<file path="config.mk">
export PLATFORM = sky130hd
export DESIGN_NAME = canvas_dump
export DESIGN_NICKNAME = d
export VERILOG_FILES = /design/src/rtl/canvas_dump.sv
export SDC_FILE = /design/constraint.sdc
export NUM_CORES = 1
export LEC_CHECK = 0
export CORE_MARGIN = 2
export CORE_UTILIZATION = 45
export CTS_BUF_LIST = sky130_fd_sc_hd__clkbuf_8 sky130_fd_sc_hd__clkbuf_16
export DETAILED_ROUTE_END_ITERATION = 16
export HOLD_SLACK_MARGIN = 0.12
export PLACE_DENSITY = 0.66
export SLEW_MARGIN = 20
export SYNTH_ARGS = -nofsm -noshare
export SYNTH_HDL_FRONTEND = slang
export SYNTH_SLANG_ARGS = --single-unit
</file>
<file path="constraint.sdc">
create_clock -name pixel_clk_in -period 3.5 [get_ports pixel_clk_in]
set_input_delay 0.35 -clock pixel_clk_in [delete_from_list [all_inputs] [get_ports pixel_clk_in]]
set_output_delay 0.35 -clock pixel_clk_in [all_outputs]
set_load 0.005 [all_outputs]
</file>
<file path="src/rtl/canvas_dump.sv">
// Scans the stored canvas in raster order, packs two 4-bit pixels per byte and
// streams them out behind a fixed two-byte header on a valid/ready byte port.
module canvas_dump #(
  parameter int H_PIXELS     = 640,
  parameter int V_PIXELS     = 360,
  parameter int READ_LATENCY = 2,
  parameter int FIFO_DEPTH   = 4
) (
  input  logic                                   pixel_clk_in,
  input  logic                                   rst_n_in,
  input  logic                                   start_in,
  input  logic                                   abort_in,
  output logic [$clog2(H_PIXELS*V_PIXELS)-1:0]   rd_addr_out,
  output logic                                   rd_en_out,
  input  logic [3:0]                             rd_data_in,
  output logic [7:0]                             data_out,
  output logic                                   valid_out,
  input  logic                                   ready_in,
  output logic                                   busy_out,
  output logic                                   done_out
);
  localparam int TOTAL  = H_PIXELS * V_PIXELS;
  localparam int ADDR_W = $clog2(TOTAL);
  localparam int PTR_W  = (FIFO_DEPTH > 1) ? $clog2(FIFO_DEPTH) : 1;
  localparam int OCC_W  = $clog2(FIFO_DEPTH + 1);
  localparam int INF_W  = $clog2(READ_LATENCY + 1);
  localparam int CRD_W  = $clog2(2 * FIFO_DEPTH + READ_LATENCY + 2) + 1;
  localparam logic [ADDR_W-1:0] LAST_ADDR = ADDR_W'(TOTAL - 1);

  typedef enum logic [2:0] {IDLE, HDR0, HDR1, STREAM, DRAIN} state_t;
  state_t state, state_next;

  logic [ADDR_W-1:0]       addr;
  logic                    all_issued;
  logic [READ_LATENCY-1:0] rd_vld_p;
  logic [INF_W-1:0]        inflight;
  logic                    held;
  logic [3:0]              low_nib;
  logic [7:0]              fifo_mem [FIFO_DEPTH];
  logic [PTR_W-1:0]        wr_ptr, rd_ptr;
  logic [OCC_W-1:0]        occ;
  logic                    done;

  logic active, issue, ret, push, pop, fifo_empty, stream_phase, finish, flush;
  logic [CRD_W-1:0] credit;

  function automatic logic [PTR_W-1:0] ptr_next(input logic [PTR_W-1:0] p);
    return (p == PTR_W'(FIFO_DEPTH - 1)) ? '0 : p + PTR_W'(1);
  endfunction

  // Every pixel slot (in flight, held nibble, half of a queued byte) is counted,
  // so a returning pixel always has room and the BRAM never needs a stall.
  assign credit       = (CRD_W'(occ) << 1) + CRD_W'(inflight) + CRD_W'(held);
  assign active       = (state != IDLE);
  assign fifo_empty   = (occ == '0);
  assign stream_phase = (state == STREAM) || (state == DRAIN);
  assign issue        = ((state == HDR0) || (state == HDR1) || (state == STREAM)) &&
                        !all_issued && !abort_in && (credit < CRD_W'(2 * FIFO_DEPTH));
  assign ret          = rd_vld_p[READ_LATENCY-1];
  assign push         = ret && held;
  assign pop          = stream_phase && !fifo_empty && ready_in;
  assign finish       = pop && all_issued && (occ == OCC_W'(1)) && (inflight == '0) && !held;
  assign flush        = (abort_in && active) || (!active && start_in) || finish;

  assign rd_addr_out = addr;
  assign rd_en_out   = issue;
  assign done_out    = done;

  always_ff @(posedge pixel_clk_in or negedge rst_n_in) begin
    if (!rst_n_in) state <= IDLE;
    else           state <= state_next;
  end

  always_comb begin
    state_next = state;
    valid_out  = 1'b0;
    data_out   = 8'h00;
    busy_out   = active;
    case (state)
      IDLE:   if (start_in) state_next = HDR0;
      HDR0: begin
        valid_out = 1'b1;
        data_out  = 8'hA5;
        if (ready_in) state_next = HDR1;
      end
      HDR1: begin
        valid_out = 1'b1;
        data_out  = 8'h5A;
        if (ready_in) state_next = STREAM;
      end
      STREAM, DRAIN: begin
        valid_out = !fifo_empty;
        data_out  = fifo_empty ? 8'h00 : fifo_mem[rd_ptr];
        if (state == STREAM && all_issued) state_next = DRAIN;
      end
      default: state_next = IDLE;
    endcase
    if (finish) state_next = IDLE;
    if (abort_in && active) state_next = IDLE;
  end

  // p0: read issue and return tracking, FIFO control
  always_ff @(posedge pixel_clk_in or negedge rst_n_in) begin
    if (!rst_n_in) begin
      addr       <= '0;
      all_issued <= 1'b0;
      rd_vld_p   <= '0;
      inflight   <= '0;
      held       <= 1'b0;
      wr_ptr     <= '0;
      rd_ptr     <= '0;
      occ        <= '0;
      done       <= 1'b0;
    end else begin
      done <= finish && !abort_in;
      if (flush) begin
        addr       <= '0;
        all_issued <= 1'b0;
        rd_vld_p   <= '0;
        inflight   <= '0;
        held       <= 1'b0;
        wr_ptr     <= '0;
        rd_ptr     <= '0;
        occ        <= '0;
      end else begin
        rd_vld_p <= (rd_vld_p << 1) | READ_LATENCY'(issue);
        if (issue) begin
          addr       <= (addr == LAST_ADDR) ? addr : addr + ADDR_W'(1);
          all_issued <= (addr == LAST_ADDR);
        end
        inflight <= inflight + INF_W'(issue) - INF_W'(ret);
        if (ret)  held   <= !held;
        if (push) wr_ptr <= ptr_next(wr_ptr);
        if (pop)  rd_ptr <= ptr_next(rd_ptr);
        occ <= occ + OCC_W'(push) - OCC_W'(pop);
      end
    end
  end

  // p1: nibble packing into the byte FIFO
  always_ff @(posedge pixel_clk_in) begin
    if (ret && !held) low_nib <= rd_data_in;
    if (push) fifo_mem[wr_ptr] <= {rd_data_in, low_nib};
  end

endmodule

</file>
==> results of run 1 <==
[logic make-up (layout without fill, tap and decap cells)]
group / Yosys count / count (layout) / share of synthesized area (%)
AND/OR/NAND/NOR: 93 / 93 / 14.8
flip-flops: 71 / 71 / 57.1
multiplexers: 15 / 15 / 7.44
XOR/XNOR: 9 / 9 / 2.30
AO/OA/AOI/OAI: 50 / 50 / 9.45
adder cells (fa/ha/maj): 13 / 13 / 4.96
buffers and inverters: 33 / 81 / 4.01
[how the worst min path moves through the flow]
stage	startpoint	end	depth (start not counted)
final	rst_n_in	rd_addr_out[6]	2
after global routing	rst_n_in	rd_addr_out[2]	2
after CTS	rst_n_in	rd_addr_out[6]	2
after detailed placement	rd_vld_p[0]	rd_vld_p[1]	1
after global placement	rd_vld_p[0]	rd_vld_p[1]	1
after floorplan	rst_n_in	all_issued	0
[worst max-delay path, stage by stage, from the launching register on]
cell	delay (ns)
dfrtp_1	0.42
ha_1	0.30
a31oi_1	0.20
mux2i_1	0.49
o21ai_1	0.11
buf_4	0.20
inv_1	0.12
clkdlybuf4s50_1	0.52
[where the power goes]
part           total [mW]  switching [mW]  internal (mW)
Combinational       0.564           0.266          0.297
Sequential           1.05          0.0971          0.952
Clock               0.672           0.335          0.336
[per-layer routing]
metal  share of wire (%)  wire, um  global-route usage, %  vias up
met4                 1.7       117                   7.07        0
met3                 3.9       269                   3.90       11
met5                   0         0                      0        -
met2                  46      3130                   26.0       52
li1                    -         -                      -     1145
met1                  49      3350                   26.0     1140
[synth_stat cells (4+ instances only)]
library cell   n  area share [%]
clkbuf_1       6            0.66
mux4_2         8             5.3
o21ai_0       14             2.0
xnor2_1        6             1.5
nor2_1        25             2.7
inv_1         21             2.3
edfxtp_1      36              32
mux2i_1        6             1.8
nor2b_1        4            0.73
nor3_1         6            0.88
a21oi_1       11             1.6
nand3_1        9             1.3
and3_1         4            0.73
ha_1          12             4.4
nor3b_1        4            0.88
buf_2          5            0.73
nand2_1       15             1.6
dfrtp_1       35              26
or4_1          4            0.88
[layout make-up]
type,count,area (um^2),area share [%]
Sequential cell,71,1960,47.4
Multi-Input combinational cell,180,1340,32.5
Timing Repair Buffer,44,425,10.3
Clock buffer,9,124,3.00
Tap cell,99,124,3.00
Clock inverter,7,81.3,1.97
Inverter,21,78.8,1.91
[flip-flops by register name, indices dropped and copies added (netlist names)]
name         cells
rd_addr_out     18
low_nib          4
occ              3
rd_vld_p         2
all_issued       1
rd_ptr           2
held             1
done_out         1
wr_ptr           2
fifo_mem        32
state            3
inflight         2
[layout by cell type (no fill, tap or decap), types with 9 or more instances in the layout]
master / synthesis / final
edfxtp_1: 36 / 36
nand2_1: 15 / 15
ha_1: 12 / 12
o21ai_0: 14 / 14
inv_1: 21 / 21
nand3_1: 9 / 9
dfrtp_1: 35 / 35
clkdlybuf4s50_1: 0 / 38
a21oi_1: 11 / 11
clkbuf_8: 0 / 9
nor2_1: 25 / 25
[through the flow]
stage,setup WS (ns),hold WS [ns]
2_1_floorplan,1.08,0.0544
3_3_place_gp,0.798,0.436
3_5_place_dp,0.685,0.454
4_1_cts,0.426,0.415
5_1_grt,0.259,0.465
6_report,0.432,0.406
==> results, run 1 <==
- The clock period minus worst slack is 3.07 ns.
- The number of detailed-route iterations in the first pass is 4.
- The final core area utilization is 56.4%.
- The maximum clock skew at final layout is 0.0116 ns.
- The count of endpoints failing hold in the final timing report is 0.
- Detailed placement finished with a half-perimeter wire length of 4.68 mm.
- Setup repair after global routing left no endpoint under its margin.
- The final non-filler cell total is 431.
- The H-tree was split into 3 levels.
- Following the worst setup path forward leads to its endpoint at rd_en_out.
- The final global-route overflow total is 0.
- The average instance in the mapped netlist occupies 12.1 um^2.
- The post-CTS clock slew at the launch and capture registers of the worst setup and hold paths is 0.08 ns.
- Entering global routing, the biggest net connects 36 pins.
- Compared with the post-synthesis result, the final layout area differs by 20.5%.
- The worst path arrival time is 2.72 ns.
- For this run, design rule violations remaining after detail routing come to 0.
- The maximum vdd drop is 0.264 mV.
- Once placement finished, the instance area stood at 3920 um^2.
- The via count of the first global-routing pass is 2292.
- The top flip-flop cell by instance count after synthesis is edfxtp_1.
- The count of endpoints failing setup in the final report is 0.
- In this run the remaining antenna-violating nets after routing total 0.
- Clock latency on the worst-skew pair, taken at its later pin, is 0.35 ns.
- The net count of the finished layout is 349.
- The type of the worst min-delay path is in2async.
- The height of the chip is 91.3 um.
- In the final routed layout, each cell accounts on average for 15.9 um.
- TritonCTS built the clock tree.
- The die covers 8340 um^2.
- Overall power consumption after layout is estimated at 2.28 mW.
- The relative slew slack is 60.6%.
- The count of buffers inserted at the top-level ports is 38.
- The count of buffers added by post-CTS timing repair for setup is 0.
- The number of vias per cell after detailed routing is 5.45.
- The vias after detailed routing is 2348.
- The clock net in this run drives a total of 71 sinks.
- The worst setup path startpoint is inflight[1].
- The data required time of the worst path is 3.15 ns.
- The detailed router's first-iteration violation count is 181.
- The wire length reported by the detailed router is 6.87 mm.
- Derived from the worst setup path, the maximum achievable clock frequency is 326 MHz.
- The critical path startpoint category is a flop.
- The first global-routing pass estimated 11.6 mm of wire.
- The number of synthesized flops with an enable pin is 36.
- The tool flagged a number of max-cap violations equal to 0.
- The count of distinct cell types in the synthesized netlist is 52.
- The actual transition at the worst max-transition pin is 0.591 ns.
- The total clock buffers created by CTS is 9.
- The number of placement rows is 31.
- The portion of the post-synthesis area used by sequential elements is 57.1%.
- The number of antenna violations at the first check in global routing is 0.
- The core box area is 7330 um^2.
- The total negative slack for setup checks is 0 ns.
- The buffer depth of the longest clock path is 2.
- The count of cells along the worst register-to-register path is 10.
- The number of filler instances in the final layout is 608.
- The cell sitting at the root of the clock tree is a clkbuf_8.
- Pin placement for this block handled 39 I/O pins.
- The leakage power total is 1.58 nW.
- The post-route netlist has 10.5% of its cells at a drive strength greater than 1.
- The total standard cell area after synthesis is 3430 um^2.
- The number of nets in the synthesized netlist is 306.
- The ratio of final minimum period to clock period is 87.6%.
- The critical setup path kind is reg2out.
- The run finished with clean final reports.
- The total power density per cell area is 553 nW/um^2.
- The flip-flop and latch count after synthesis is 71.
- The post-cts repair resize count is 0.
- The instance count after placement with tap cells included is 415.
- The worst setup path is captured at an output port.
- Across every metal layer, demand over resource in global routing totals 17.8%.
- The post-synthesis instance total is 284.
- The worst register-to-register path ends at occ[2].
- The number of warnings printed during yosys synthesis is 0.
- The repair_antennas step left the layout with diodes totalling 0.
- In this run the critical register-to-register path is launched from state[2].
- For this design, the CTS-stage hold fixing added 0 buffers.
- The routability congestion estimate from global placement is 0.773.
- The initial cell density of the core is 46.8%.
- With fillers left out, the area of the finished cells amounts to 4130 um^2.
- Counting flops with an async set or reset pin after synthesis yields a share of 49.3%.
- The maximum net fanout on the critical path is 14.
- Across all register-to-register paths, the minimum setup slack is 0.75 ns.
- The max-slew violation total from the final report came to 0.
- The die span in x is 91.3 um.
Note: power is estimated with default switching activity, not from simulation.
==> inputs of run 2 (changes only) <==
- ABC_CLOCK_PERIOD_IN_PS: unset -> 3500
==> results of run 2 <==
The final DEF is identical to that of run 1; final timing and power are the same.
==> inputs of run 3 (changes only) <==
- CORE_UTILIZATION: 45 -> 40
- PLACE_DENSITY: 0.66 -> unset
==> results, run 3 (synthesis results as in run 1) <==
- TritonCTS built the clock tree.
- After layout, the minimum clock period comes to 3.10 ns.
- The layout overhead on the synthesized area is 20.4%.
- The worst setup path is captured at an output port.
- The initial cell density of the core is 41.5%.
- The final antenna-violating net count is 0.
- The number of placement rows is 33.
- The count of maximum capacitance violations is 0.
- Data on the critical path arrives at its endpoint at 2.75 ns.
- The detailed router's first-iteration violation count is 97.
- The actual transition at the worst max-transition pin is 0.649 ns.
- The maximum vdd drop is 0.199 mV.
- The vias after detailed routing is 2294.
- The number of flip-flops in the largest register is 32.
- The final non-filler cell total is 436.
- More flip-flops sit in one register than any other, and that register is fifo_mem.
- Summing all placed instances gives a cell area of 3930 um^2.
- After routing the design area is 4130 um^2.
- For the final database, setup skew stands at 0.00871 ns.
- In this run the count of I/O pins placed on the die edge is 39.
- For this run, design rule violations remaining after detail routing come to 0.
- The total negative slack for setup checks is 0 ns.
- The count of buffers added by post-CTS timing repair for setup is 0.
- The cell sitting at the root of the clock tree is a clkbuf_8.
- The number of buffers added to fix hold violations after cts is 0.
- The critical path startpoint category is a flop.
- For this run the aggregate overflow at the end of global routing stands at 0.
- The share of post-route cells with drive strength above 1 is 10.3%.
- Setup violations remaining at the end of the flow were counted as 0.
- CTS saw 71 sinks.
- For this design the ratio of total power to cell area is 546 nW/um^2.
- The average wire per standard cell is 15.3 um.
- The ratio of final minimum period to clock period is 88.5%.
- The number of antenna violations at the first check in global routing is 0.
- The core region is 8260 um^2.
- The final core area utilization is 50.0%.
- The final-stage net count is 349.
- The number of detailed-route iterations in the first pass is 4.
- The number of vias per cell after detailed routing is 5.26.
- The worst hold path belongs to the class in2async.
- The clock reaches the later pin of the worst-skew pair after 0.33 ns.
- The first global-routing pass estimated 11.1 mm of wire.
- The highest clock rate is 323 MHz.
- STA puts the critical path data required time at 3.15 ns.
- The die is 96.6 um wide.
- Clock-pin slew was measured on the worst setup and hold paths at 0.08 ns.
- The die covers 9330 um^2.
- The number of antenna diodes is 0.
- In this run, post-CTS repair resized a total of 0 instances.
- The total clock buffers created by CTS is 9.
- The max-slew violation total from the final report is 0.
- The top cell types in the final layout, fill and taps aside, are clkdlybuf4s50_1, edfxtp_1, dfrtp_1.
- The flow ran to the end, and the final reports show no timing, DRC or antenna violations.
- The buffer depth of the longest clock path is 2.
- The library cell used most frequently in the layout, excluding fill and tap cells, is clkdlybuf4s50_1.
- The H-tree depth is 3.
- The height of the chip is 96.6 um.
- The analysis attributes to cell leakage a power of 1.57 nW.
- The congestion estimate from routability-driven global placement came to 0.725.
- The count of buffers inserted at the top-level ports is 38.
- The instance count after placement with tap cells included is 421.
- The maximum net fanout on the critical path is 14.
- The count of endpoints failing hold in the final timing report is 0.
- The worst setup path is of the reg2out kind.
- The total routing resource utilization after global routing is 15.9%.
- The via count of the first global-routing pass is 2260.
- The pin count of the biggest net entering global routing is 36.
- Setup repair after global routing left no endpoint under its margin.
- The wire length reported by the detailed router is 6.67 mm.
- Detailed placement ended at an HPWL of 4.43 mm.
- In this run the tightest slew margin relative to its limit is 56.8%.
run 3: worst paths after layout:
path	start	endpoint	slack [ns]	cells after the start
min reg2reg	rd_vld_p[0]	rd_vld_p[1]	0.45	1
max in group asynchronous	rst_n_in	occ[2]	2.74	2
max	occ[0]	rd_en_out	0.40	7
max reg2reg	state[2]	occ[2]	0.70	10
min in group pixel_clk_in	rd_vld_p[0]	rd_vld_p[1]	0.45	1
min	rst_n_in	rd_addr_out[2]	0.42	2
run 3: metal layers:
metal  GRT usage (%)  part of all wire [%]  routed length, um  up-vias
li1                -                     -                  -     1135
met1            23.2                    49               3300     1109
met2            23.7                    45               3010       46
met3            3.72                   4.8                320        4
met4            5.05                  0.73                 49        0
met5               0                     0                  0        -
run 3: cell type report:
class / instances / area, um^2
tap: 105 / 131
multi-input combinational: 180 / 1340
inverter: 21 / 78.8
sequential: 71 / 1960
clock buffer: 9 / 124
timing repair buffer: 44 / 425
clock inverter: 6 / 70.1
fill: 771 / 4130
run 3: power breakdown:
group | internal (mW) | switching (mW)
Combinational | 0.297 | 0.266
Clock | 0.329 | 0.313
Sequential | 0.952 | 0.0990
Total | 1.58 | 0.678
run 3: critical path, stage by stage, from the launching register on:
cell and delay, ns:
dfrtp_1 0.44, ha_1 0.29, a31oi_1 0.20, mux2i_1 0.49, o21ai_1 0.13, buf_4 0.21
inv_1 0.12, clkdlybuf4s50_1 0.53
run 3: through the flow:
stage / hold slack [ns] / setup WS (ns) / total power, mW
CTS: 0.437 / 0.386 / 2.29
finish: 0.418 / 0.401 / 2.26
floorplan: 0.0544 / 1.08 / 1.37
global route: 0.458 / 0.197 / 2.40
global placement: 0.438 / 0.641 / 1.63
detailed placement: 0.435 / 0.552 / 1.63
